## config.mk

```make
export PLATFORM = sky130hd
export DESIGN_NAME = spi_master_tx
export DESIGN_NICKNAME = d
export VERILOG_FILES = /design/src/rtl/spi_pkg.sv /design/src/rtl/spi_clk_en.sv /design/src/rtl/spi_master_tx.sv
export SDC_FILE = /design/constraint.sdc
export NUM_CORES = 1
export LEC_CHECK = 0
export BUFFER_PORTS_ARGS = -buffer_cell sky130_fd_sc_hd__buf_2
export CORE_MARGIN = 1.5
export CORE_UTILIZATION = 35
export DETAILED_ROUTE_END_ITERATION = 12
export GPL_ROUTABILITY_DRIVEN = 0
export GPL_TIMING_DRIVEN = 0
export PLACE_DENSITY = 0.5
export RECOVER_POWER = 100
export SYNTH_ARGS = -nofsm -noshare
export SYNTH_HDL_FRONTEND = slang
export SYNTH_SLANG_ARGS = --single-unit
```

## constraint.sdc

```tcl
create_clock -name clock -period 2.7 [get_ports clock]
set_clock_uncertainty 0.2 [all_clocks]
set_input_delay 0.675 -clock clock [delete_from_list [all_inputs] [get_ports clock]]
set_output_delay 0.675 -clock clock [all_outputs]
set_load 0.02 [all_outputs]
```

## src/rtl/spi_pkg.sv

```systemverilog
// Shared definitions for the SPI transmit master: FSM encoding, SPI mode codes
// and parameter legality helpers.
package spi_pkg;

  typedef enum logic [1:0] {
    IDLE  = 2'd0,
    SETUP = 2'd1,
    SHIFT = 2'd2,
    HOLD  = 2'd3
  } spi_state_t;

  // {CPOL, CPHA}
  localparam logic [1:0] SPI_MODE0 = 2'b00;
  localparam logic [1:0] SPI_MODE1 = 2'b01;
  localparam logic [1:0] SPI_MODE2 = 2'b10;
  localparam logic [1:0] SPI_MODE3 = 2'b11;

  function automatic bit clk_div_legal(input int unsigned clk_div);
    return clk_div >= 2;
  endfunction

  function automatic bit data_width_legal(input int unsigned data_width);
    return data_width >= 2;
  endfunction

endpackage

```

## src/rtl/spi_clk_en.sv

```systemverilog
// Half-period strobe generator: counts CLK_DIV system clocks, restartable so a
// new phase always begins with a full half-period.
module spi_clk_en
  import spi_pkg::*;
#(
  parameter int unsigned CLK_DIV = 5
) (
  input  logic clock,
  input  logic reset,
  input  logic restart,
  output logic half_tick,
  output logic pre_tick
);

  localparam int unsigned CW = $clog2(CLK_DIV);

  logic [CW-1:0] count;

  always_ff @(posedge clock) begin
    if (!reset || restart || half_tick) count <= '0;
    else                                count <= count + 1'b1;
  end

  assign half_tick = (count == CW'(CLK_DIV - 1));
  // One cycle ahead of half_tick, lets the top register its ready window.
  assign pre_tick  = (count == CW'(CLK_DIV - 2));

endmodule

```

## src/rtl/spi_master_tx.sv

```systemverilog
// Single-clock SPI transmit master for the OLED link: valid/ready word input,
// configurable width, divider, CPOL/CPHA and bit order, back-to-back streaming.
module spi_master_tx
  import spi_pkg::*;
#(
  parameter int unsigned DATA_WIDTH = 8,
  parameter int unsigned CLK_DIV    = 5,
  parameter bit          CPOL       = 1'b1,
  parameter bit          CPHA       = 1'b1,
  parameter bit          LSB_FIRST  = 1'b0
) (
  input  logic                  clock,
  input  logic                  reset,
  input  logic [DATA_WIDTH-1:0] tx_data,
  input  logic                  tx_dc,
  input  logic                  tx_last,
  input  logic                  tx_valid,
  output logic                  tx_ready,
  output logic                  spi_clock,
  output logic                  spi_data,
  output logic                  spi_cs_n,
  output logic                  spi_dc,
  output logic                  busy,
  output logic                  done_send
);

  if (!clk_div_legal(CLK_DIV) || !data_width_legal(DATA_WIDTH)) begin : g_param_check
    $error("spi_master_tx: CLK_DIV and DATA_WIDTH must both be >= 2");
  end

  localparam int unsigned     BW     = $clog2(2 * DATA_WIDTH);
  localparam logic [BW-1:0]   K_LAST = BW'(2 * DATA_WIDTH - 1);

  spi_state_t            state;
  logic [DATA_WIDTH-1:0] sreg;
  logic                  last_r;
  logic [BW-1:0]         k;
  logic                  half_tick;
  logic                  pre_tick;
  logic                  accept;

  assign accept = tx_valid && tx_ready;

  function automatic logic first_bit(input logic [DATA_WIDTH-1:0] w);
    return LSB_FIRST ? w[0] : w[DATA_WIDTH-1];
  endfunction

  function automatic logic [DATA_WIDTH-1:0] shift_out(input logic [DATA_WIDTH-1:0] w);
    return LSB_FIRST ? (w >> 1) : (w << 1);
  endfunction

  spi_clk_en #(
    .CLK_DIV (CLK_DIV)
  ) u_clk_en (
    .clock     (clock),
    .reset     (reset),
    .restart   (state == IDLE),
    .half_tick (half_tick),
    .pre_tick  (pre_tick)
  );

  always_ff @(posedge clock) begin
    if (!reset) begin
      state     <= IDLE;
      spi_cs_n  <= 1'b1;
      spi_clock <= CPOL;
      spi_data  <= 1'b0;
      spi_dc    <= 1'b0;
      done_send <= 1'b0;
      busy      <= 1'b0;
      tx_ready  <= 1'b0;
      sreg      <= '0;
      last_r    <= 1'b0;
      k         <= '0;
    end else begin
      done_send <= 1'b0;
      case (state)
        IDLE: begin
          spi_clock <= CPOL;
          spi_cs_n  <= 1'b1;
          spi_data  <= 1'b0;
          if (accept) begin
            sreg     <= shift_out(tx_data);
            spi_data <= first_bit(tx_data);
            spi_dc   <= tx_dc;
            last_r   <= tx_last;
            spi_cs_n <= 1'b0;
            busy     <= 1'b1;
            tx_ready <= 1'b0;
            state    <= SETUP;
          end else begin
            tx_ready <= 1'b1;
          end
        end

        SETUP: begin
          if (half_tick) begin
            state     <= SHIFT;
            k         <= '0;
            spi_clock <= CPOL ^ CPHA;
          end
        end

        SHIFT: begin
          if (pre_tick && k == K_LAST && !last_r) tx_ready <= 1'b1;
          if (half_tick) begin
            spi_clock <= ~spi_clock;
            if (k == K_LAST) begin
              done_send <= 1'b1;
              tx_ready  <= 1'b0;
              k         <= '0;
              // Streamed word: stay in SHIFT, cs_n stays low, first bit launched now.
              if (accept) begin
                sreg     <= shift_out(tx_data);
                spi_data <= first_bit(tx_data);
                spi_dc   <= tx_dc;
                last_r   <= tx_last;
              end else begin
                state     <= HOLD;
                spi_clock <= CPOL;
              end
            end else begin
              k <= k + 1'b1;
              if (k[0]) begin
                spi_data <= first_bit(sreg);
                sreg     <= shift_out(sreg);
              end
            end
          end
        end

        HOLD: begin
          if (half_tick) begin
            state    <= IDLE;
            spi_cs_n <= 1'b1;
            spi_data <= 1'b0;
            busy     <= 1'b0;
            tx_ready <= 1'b1;
          end
        end

        default: state <= IDLE;
      endcase
    end
  end

endmodule
```

==> impl_metrics.py, run 1 <==
metrics = {
    "status": {
        "outcome": "completed",
    },
    "clocking": {
        "ctsHoldBuffers": 0,
        "cts_max_level": 1,
        "cts_setup_buffers": 0,
        "root_buffer": "clkbuf_8",
        "clk_pin_slew_ps": 80,
        "cts-resized-gates": 0,
        "cts_tree": "built",
        "cts.sinks": 25,
        "clkLatencyLatePin_ps": 270,
        "cts_buffers": 3,
        "cts_max_path_buffers": 2,
    },
    "die": {
        "fp-row-count": 22,
        "die_h_um": 66.1,
        "core_sq_um": 3740,
        "ioPinCount": 20,
        "die_w_um": 66.1,
        "initial_utilization": 0.372,
        "dieArea_sq_um": 4370,
    },
    "worst_setup_path": {
        "critPathKind": "reg2reg",
        "worstSetupEndpointType": "flop",
        "r2r_start": "k[0]$_SDFFE_PN0P_",
        "reg2reg_depth": 6,
        "required_ps": 2630,
        "crit_start": "k[0]$_SDFFE_PN0P_",
        "setup.worst_path.start_class": "flop",
        "cp_data_arrival_time_ps": 2230,
        "crit_path_max_fanout": 8,
    },
    "grt": {
        "grt_max_degree": 14,
        "antenna_found_initial": 0,
        "grt-ovfl-total": 0,
        "grt_pass1_vias": 1244,
        "grt_pass1_wl_um": 5980,
        "use_met2": 0.297,
        "met3_usage": 0.0426,
        "top_usage_layer": "met2",
        "use_met1": 0.242,
        "grt_usage": 0.181,
    },
    "place": {
        "placedCellCount": 237,
        "dpl.hpwl_um": 2610,
        "io_buffers": 19,
        "pre_cts_ws_ps": 478,
        "post_dp_cell_area_sq_um": 1550,
    },
    "logic_synthesis": {
        "synth_edf_count": 0,
        "syn_area_sq_um": 1390,
        "syn_avg_cell_area_sq_um": 8.19,
        "yosysSeqAreaShare": 0.359,
        "synth_async_sr_flop_share": 0,
        "yosys_warnings": 0,
        "ys.flop_type": "dfxtp_1",
        "syn_nets": 192,
        "synthDistinctLibCells": 37,
        "ys_ff_latch": 25,
        "netlist_instances": 170,
    },
    "routing": {
        "vias": 1289,
        "drt-initial-drc-count": 74,
        "vias_per_cell": 5.35,
        "dr.pass1.iters": 4,
        "drc_errors": 0,
        "avgRoutedWirePerCell_um": 14.5,
        "final_antenna_net_count": 0,
        "wl_um": 3500,
    },
    "pwr": {
        "ir_drop_uv": 271,
        "p_leak_nw": 0.613,
        "power_mw": 1.19,
        "p_per_area_nw_per_um2": 757,
    },
    "sta": {
        "max_freq_mhz": 434,
        "finalSetupViolations": 0,
        "fin_tns_setup_ps": 0,
        "rsz0062_at_grt": "false",
        "fin_crit_ps": 2300,
        "period_share": 0.853,
        "setup_slack_ps": 396,
        "final_max_slew_viol_count": 0,
        "finalHoldViolCount": 0,
        "tightestPinTransition_ps": 527,
        "relSlewSlack": 0.646,
        "hold_ws_ps": 256,
    },
    "finish": {
        "fin_area_sq_um": 1570,
        "final_util": 0.419,
        "stdcell_count": 241,
        "diodes": 0,
        "area_growth_pct": 12.8,
        "layout-drive-gt1-share": 0.109,
        "finalNetCount": 216,
    },
    "worst_hold_path": {
        "hold_class": "reg2reg",
        "min_path_cells": 1,
        "hold_start": "u_clk_en.count[0]$_SDFF_PP0_",
    },
    "run": {
        "maxCapViolCount": 0,
    },
}
-- synth_stat cells (all sizes together), types with 2 or more instances --
| library cell | number | area share |
|---|---|---|
| o21ai | 13 | 0.047 |
| o211ai | 3 | 0.016 |
| and3 | 2 | 0.0090 |
| buf | 4 | 0.019 |
| a31oi | 3 | 0.024 |
| ha | 9 | 0.081 |
| nand2 | 10 | 0.027 |
| o31ai | 2 | 0.011 |
| clkbuf | 6 | 0.016 |
| dfxtp | 25 | 0.36 |
| nor2 | 16 | 0.043 |
| and2 | 2 | 0.0090 |
| o21a | 3 | 0.016 |
| mux2i | 3 | 0.022 |
| nand3 | 14 | 0.050 |
| inv | 17 | 0.046 |
| a221oi | 7 | 0.044 |
| a211o | 7 | 0.044 |
| a21oi | 9 | 0.032 |
-- worst max-delay path, stage by stage, from the launching register on --
cell	delay, ps
dfxtp_1	460
ha_1	250
and3_1	190
buf_6	120
mux2_1	340
a31oi_2	440
a221oi_1	170
-- worst paths after layout --
check / end / slack [ps]
hold reg to reg: u_clk_en.count[0]$_SDFF_PP0_ / 260
setup reg to reg: sreg[6]$_SDFFE_PN0P_ / 400
setup / recovery: sreg[6]$_SDFFE_PN0P_ / 400
hold / removal: u_clk_en.count[0]$_SDFF_PP0_ / 260
-- cell type report --
| type | count | area, sq um |
|---|---|---|
| timing repair buffer | 19 | 86.3 |
| clock buffer | 4 | 45.0 |
| fill | 402 | 2170 |
| multi-input combinational | 118 | 767 |
| inverter | 17 | 63.8 |
| tap | 48 | 60.1 |
| buffer | 10 | 47.5 |
| sequential | 25 | 500 |
-- per-layer routing --
metal	wire, um	vias to the layer above
met2	1630	22
met3	128	4
met5	0	-
met1	1720	607
met4	25	0
li1	-	656
-- state kept, by name, indices dropped and copies added, names as in the netlist --
register	cells
last_r	1
done_send	1
state	2
spi_cs_n	1
sreg	8
busy	1
u_clk_en.count	3
spi_clock	1
k	4
tx_ready	1
spi_dc	1
spi_data	1
-- layout by cell type, fill, tap and decap left out, types with 2 or more instances in the layout --
| cell type | instances |
|---|---|
| dfxtp_1 | 25 |
| inv_1 | 17 |
| nor2_1 | 16 |
| clkbuf_1 | 15 |
| nand3_1 | 14 |
| buf_2 | 14 |
| o21ai_0 | 12 |
| nand2_1 | 10 |
| a21oi_1 | 9 |
| ha_1 | 9 |
| a211o_1 | 7 |
| a221oi_1 | 7 |
| mux2i_1 | 3 |
| o211ai_1 | 3 |
| o21a_1 | 3 |
| clkbuf_8 | 3 |
| and2_1 | 2 |
| and3_1 | 2 |
| a31oi_1 | 2 |
| o31ai_1 | 2 |
-- kinds of logic after synthesis --
group	count (synthesis)	share of synthesized area
compound gates	56	0.286
simple gates	49	0.161
buf+inv	27	0.0809
flops	25	0.359
fa+ha+maj	9	0.0809
mux	4	0.0323
-- power breakdown --
part | internal [mW] | leakage, nW | switching [mW]
registers | 0.440 | 0.204 | 0.0439
clock network | 0.105 | 0.0228 | 0.116
logic | 0.176 | 0.386 | 0.308
total | 0.721 | 0.613 | 0.468
No activity file was read; power rests on OpenSTA's default activity.
==> run 2: changes to the inputs <==
GPL_ROUTABILITY_DRIVEN = unset   (was 0)
SYNTH_HIERARCHICAL = 1   (was unset)
==> impl_metrics.py, run 2 <==
metrics = {
    "finish": {
        "area_growth_pct": 11.6,
        "regMostFlops": "sreg",
        "reg_top3": "sreg (8), k (4), u_clk_en/count (3)",
        "stdcell_count": 233,
        "layout-drive-gt1-share": 0.148,
        "largest_register_ff_count": 8,
        "final_common_cell": "dfxtp_1",
        "finalNetCount": 207,
        "layout_common_cells": "dfxtp_1 (25), nand2_1 (16), buf_2 (14)",
        "diodes": 0,
    },
    "clocking": {
        "cts_tree": "built",
        "cts_buffers": 3,
        "clk_pin_slew_ps": 90,
        "root_buffer": "clkbuf_8",
        "clkLatencyLatePin_ps": 270,
        "cts-resized-gates": 0,
        "cts_setup_buffers": 0,
        "cts_max_level": 1,
        "cts.sinks": 25,
        "cts_max_path_buffers": 2,
        "ctsHoldBuffers": 0,
    },
    "worst_setup_path": {
        "reg2reg_slack_ps": 420,
        "setup.worst_path.start_class": "flop",
        "required_ps": 2710,
        "cp_data_arrival_time_ps": 2290,
        "worstSetupEndpointType": "flop",
        "critPathKind": "reg2reg",
        "crit_path_max_fanout": 8,
    },
    "routing": {
        "wl_um": 3200,
        "drt-initial-drc-count": 46,
        "vias": 1215,
        "drc_errors": 0,
        "final_antenna_net_count": 0,
        "dr.pass1.iters": 4,
        "avgRoutedWirePerCell_um": 13.7,
        "vias_per_cell": 5.21,
    },
    "logic_synthesis": {
        "yosys-top-cells-count": "dfxtp_1 (25), nand2_1 (16), inv_1 (11)",
        "syn_area_sq_um": 1440,
        "synthDistinctLibCells": 43,
        "yosysMostFrequentCell": "dfxtp_1",
        "synth_fa_ha_area_frac": 0.0870,
        "synth_top_family_by_area": "compound AO/OA/AOI/OAI gates",
        "syn_nets": 183,
        "synth_top_area_share": 0.348,
        "yosys_warnings": 6,
        "synth_compound_area_frac": 0.264,
        "synth-xor-area-share": 0,
        "netlist_top_cells_area": "dfxtp_1 (35%), ha_1 (8.7%), mux2i_1 (4.2%)",
        "netlist_instances": 160,
        "yosys.area.top_type": "dfxtp_1",
        "ys_ff_latch": 25,
        "synth_edf_count": 0,
        "synth_async_sr_flop_share": 0,
        "syn_avg_cell_area_sq_um": 8.99,
        "muxShareOfSynthArea": 0.0417,
        "synth_simple_gate_area_share": 0.209,
        "yosysSeqAreaShare": 0.348,
        "ys.flop_type": "dfxtp_1",
    },
    "sta": {
        "period_share": 0.844,
        "finalHoldViolCount": 0,
        "relSlewSlack": 0.571,
        "fin_crit_ps": 2280,
        "final_max_slew_viol_count": 0,
        "rsz0062_at_grt": "false",
        "fin_tns_setup_ps": 0,
        "finalSetupViolations": 0,
        "max_freq_mhz": 439,
        "tightestPinTransition_ps": 644,
    },
    "grt": {
        "grt_max_degree": 14,
        "grt-ovfl-total": 0,
        "grt_pass1_vias": 1149,
        "use_met1": 0.214,
        "grt_usage": 0.160,
        "grt_pass1_wl_um": 5550,
        "met3_usage": 0.0270,
        "top_usage_layer": "met2",
        "use_met2": 0.256,
        "antenna_found_initial": 0,
    },
    "place": {
        "placedCellCount": 229,
        "place_congestion": 0.790,
        "dpl.hpwl_um": 2420,
        "io_buffers": 19,
    },
    "die": {
        "fp-row-count": 23,
        "die_h_um": 67.1,
        "die_w_um": 67.1,
        "core_sq_um": 3970,
        "ioPinCount": 20,
        "initial_utilization": 0.362,
        "dieArea_sq_um": 4500,
    },
    "pwr": {
        "power_mw": 1.28,
        "ir_drop_uv": 326,
        "p_leak_nw": 0.600,
        "p_per_area_nw_per_um2": 800,
    },
    "worst_hold_path": {
        "hold_class": "reg2reg",
    },
    "status": {
        "outcome": "completed",
    },
    "run": {
        "maxCapViolCount": 0,
    },
}
==> run 2: changes by cell type after synthesis, sizes merged, moves of 7 or more <==
| cell | previous run | this run |
|---|---|---|
| and2 | 2 | 10 |
| a211o | 7 | 0 |
| nand3 | 14 | 5 |
| o21ai | 13 | 4 |
==> run 2: logic make-up (layout without fill, tap and decap cells) <==
logic type               after synthesis  in the layout
multiplexers                           6              6
adder cells (fa/ha/maj)               10             10
buffers and inverters                 18             41
flip-flops                            25             25
AND/OR/NAND/NOR                       55             55
AO/OA/AOI/OAI                         46             46
==> run 2: worst max-delay path: stages, from the launching register on <==
cell     delay (ps)
dfxtp_1         510
ha_1            350
and3_4          260
mux2i_1         100
o22ai_1         530
o32a_2          270
==> run 2: stage by stage <==
| step | cell area, sq um | hold slack, ps | worst slack, ps | util |
|---|---|---|---|---|
| final | 1610 | 234 | 421 | 0.404 |
| after global routing | 1610 | 267 | 231 | 0.404 |
| after CTS | 1640 | 236 | 546 | 0.413 |
| after detailed placement | 1600 | 223 | 558 | 0.402 |
| after global placement | 1600 | 221 | 583 | 0.402 |
| after floorplan | 1440 | 210 | 806 | - |
==> run 2: where the power goes <==
part | switching, mW | internal, mW | total, mW
Clock | 0.116 | 0.105 | 0.221
Sequential | 0.0594 | 0.465 | 0.524
Combinational | 0.311 | 0.229 | 0.540
==> run 2: area by class of cell <==
| class | instances | area (sq um) |
|---|---|---|
| well taps | 50 | 62.6 |
| repair buffers | 19 | 85.1 |
| multi-input cells | 117 | 841 |
| flip-flops and latches | 25 | 500 |
| fillers | 423 | 2370 |
| plain buffers | 7 | 30.0 |
| inverters | 11 | 41.3 |
| clock buffers | 4 | 45.0 |
==> run 2: worst paths after layout <==
| check | from | endpoint | cells past startpoint |
|---|---|---|---|
| min | sreg[0]$_SDFFE_PN0P_ | sreg[0]$_SDFFE_PN0P_ | 2 |
| min reg2reg | sreg[0]$_SDFFE_PN0P_ | sreg[0]$_SDFFE_PN0P_ | 2 |
| max | k[0]$_SDFFE_PN0P_ | sreg[3]$_SDFFE_PN0P_ | 5 |
| max reg2reg | k[0]$_SDFFE_PN0P_ | sreg[3]$_SDFFE_PN0P_ | 5 |
==> run 2: metal layers <==
layer | share of wire | vias up
li1 | - | 616
met1 | 0.49 | 581
met2 | 0.47 | 16
met3 | 0.032 | 2
met4 | 0.0078 | 0
met5 | 0 | -
==> run 3: changes to the inputs <==
ABC_AREA = 1   (was unset)
PLACE_DENSITY = 0.52   (was 0.5)
clock period = 2.06 ns   (was 2.7 ns; I/O delays follow)
==> impl_metrics.py, run 3 <==
metrics = {
    "worst_setup_path": {
        "crit_path_max_fanout": 10,
        "required_ps": 2020,
        "worstSetupEndpointType": "flop",
        "setup.worst_path.start_class": "flop",
        "critPathKind": "reg2reg",
        "cp_data_arrival_time_ps": 1810,
    },
    "finish": {
        "final_common_cell": "nand2_1",
        "fin_area_sq_um": 1640,
        "area_growth_pct": 12.3,
        "finalNetCount": 265,
        "largest_register_ff_count": 8,
        "diodes": 0,
        "layout-drive-gt1-share": 0.120,
        "layout_common_cells": "nand2_1 (44), nor2_1 (42), inv_1 (32)",
        "reg_top3": "sreg (8), k (4), u_clk_en/count (3)",
        "regMostFlops": "sreg",
    },
    "routing": {
        "dr.pass1.iters": 4,
        "drt-initial-drc-count": 83,
        "vias_per_cell": 4.54,
        "drc_errors": 0,
        "vias": 1321,
        "wl_um": 3140,
        "final_antenna_net_count": 0,
        "avgRoutedWirePerCell_um": 10.8,
    },
    "logic_synthesis": {
        "yosysSeqAreaShare": 0.343,
        "yosysMostFrequentCell": "nand2_1",
        "synth_top_area_share": 0.343,
        "synth_edf_count": 0,
        "synthDistinctLibCells": 23,
        "yosys-top-cells-count": "nand2_1 (44), nor2_1 (41), inv_1 (31)",
        "yosys_warnings": 6,
        "netlist_instances": 218,
        "netlist_top_cells_area": "dfxtp_1 (34%), nand2_1 (11%), nor2_1 (11%)",
        "syn_avg_cell_area_sq_um": 6.69,
        "synth_async_sr_flop_share": 0,
        "ys.flop_type": "dfxtp_1",
        "ys_ff_latch": 25,
        "syn_nets": 241,
        "syn_area_sq_um": 1460,
        "yosys.area.top_type": "dfxtp_1",
    },
    "grt": {
        "grt-ovfl-total": 0,
        "antenna_found_initial": 0,
        "grt_pass1_wl_um": 5420,
        "grt_usage": 0.156,
        "grt_max_degree": 14,
        "grt_pass1_vias": 1189,
    },
    "clocking": {
        "cts_tree": "built",
        "root_buffer": "clkbuf_8",
        "cts_max_level": 1,
        "ctsHoldBuffers": 0,
        "clkLatencyLatePin_ps": 270,
        "cts_buffers": 3,
        "cts.sinks": 25,
        "cts_max_path_buffers": 2,
        "cts_setup_buffers": 0,
        "clk_pin_slew_ps": 80,
        "cts-resized-gates": 0,
    },
    "die": {
        "fp-row-count": 23,
        "core_sq_um": 4000,
        "initial_utilization": 0.365,
        "ioPinCount": 20,
        "dieArea_sq_um": 4560,
        "die_w_um": 67.6,
        "die_h_um": 67.6,
    },
    "sta": {
        "fin_crit_ps": 1850,
        "period_share": 0.900,
        "max_freq_mhz": 540,
        "finalSetupViolations": 0,
        "fin_tns_setup_ps": 0,
        "tightestPinTransition_ps": 503,
        "finalHoldViolCount": 0,
        "relSlewSlack": 0.665,
        "rsz0062_at_grt": "false",
        "final_max_slew_viol_count": 0,
    },
    "status": {
        "outcome": "completed",
    },
    "pwr": {
        "p_per_area_nw_per_um2": 1320,
        "switching_share": 0.460,
        "power.switching_uw": 995,
        "p_int_mw": 1.17,
        "sequentialPowerShare": 0.330,
        "p_leak_nw": 0.794,
        "p_clk_frac": 0.135,
        "ir_drop_uv": 551,
        "power_frac_comb": 0.535,
    },
    "worst_hold_path": {
        "hold_class": "reg2reg",
    },
    "place": {
        "post_dp_cell_area_sq_um": 1620,
        "place_congestion": 0.717,
        "io_buffers": 19,
        "dpl.hpwl_um": 2360,
    },
    "run": {
        "maxCapViolCount": 0,
    },
}
## run 3: cell types whose count changed after synthesis, sizes merged, moves of 6 or more
cell	before	now
nor2	10	47
o32a	6	0
nand3	5	23
mux2i	6	0
o21a	8	0
and2	10	0
inv	11	33
o21ai	4	16
nand2	16	46
## run 3: logic make-up after synthesis
group / synth area share
and+or+nand+nor: 0.360
AOI/OAI and AO/OA: 0.0849
xor gates and xnor gates: 0.00600
buffers and inverters: 0.120
adders and majority gates: 0.0858
DFF: 0.343
## run 3: worst paths after layout
check / start / end / slack, ps / cells after the start
min reg2reg: sreg[0]$_SDFFE_PN0P_ / sreg[0]$_SDFFE_PN0P_ / 240 / 2
min: sreg[0]$_SDFFE_PN0P_ / sreg[0]$_SDFFE_PN0P_ / 240 / 2
max: state[0]$_SDFFE_PN0P_ / sreg[4]$_SDFFE_PN0P_ / 210 / 8
max reg2reg: state[0]$_SDFFE_PN0P_ / sreg[4]$_SDFFE_PN0P_ / 210 / 8
## run 3: critical path, stage by stage (launching register included)
cell      delay [ps]
dfxtp_1          430
inv_1             90
ha_1             210
buf_6            140
clkbuf_1         240
nand3_1          150
nand2_1           50
o21ai_0          170
nor2_1            70
## run 3: power groups by stage
stage / clock [mW] / sequential [mW] / combinational (mW)
6_report: 0.292 / 0.713 / 1.16
5_1_grt: 0.325 / 0.732 / 1.34
4_1_cts: 0.302 / 0.713 / 1.20
3_5_place_dp: 0 / 0.722 / 1.19
3_3_place_gp: 0 / 0.723 / 1.19
2_1_floorplan: 0 / 0.757 / 0.892
## run 3: final cells by class
type	instances	area [sq um]
clock buffers	4	45.0
inverters	33	126
fillers	462	2360
multi-input cells	153	771
plain buffers	7	47.5
repair buffers	19	86.3
flip-flops and latches	25	500
well taps	50	62.6
## run 3: stage by stage
step                cells  setup WS (ps)  total power [mW]  utilization  hold slack, ps
finish                291            207              2.16        0.410             244
global route          291           16.7              2.39        0.410             256
CTS                   291            200              2.21        0.415             245
detailed placement    287            215              1.91        0.404             232
global placement      287            212              1.91        0.404             231
floorplan             218            412              1.65            -             216
## run 3: metal layers
layer	GRT usage	up-vias	wire length (um)
li1	-	718	-
met1	0.212	587	1630
met2	0.250	14	1400
met3	0.0400	2	83
met4	0.0306	0	28
met5	0	-	0
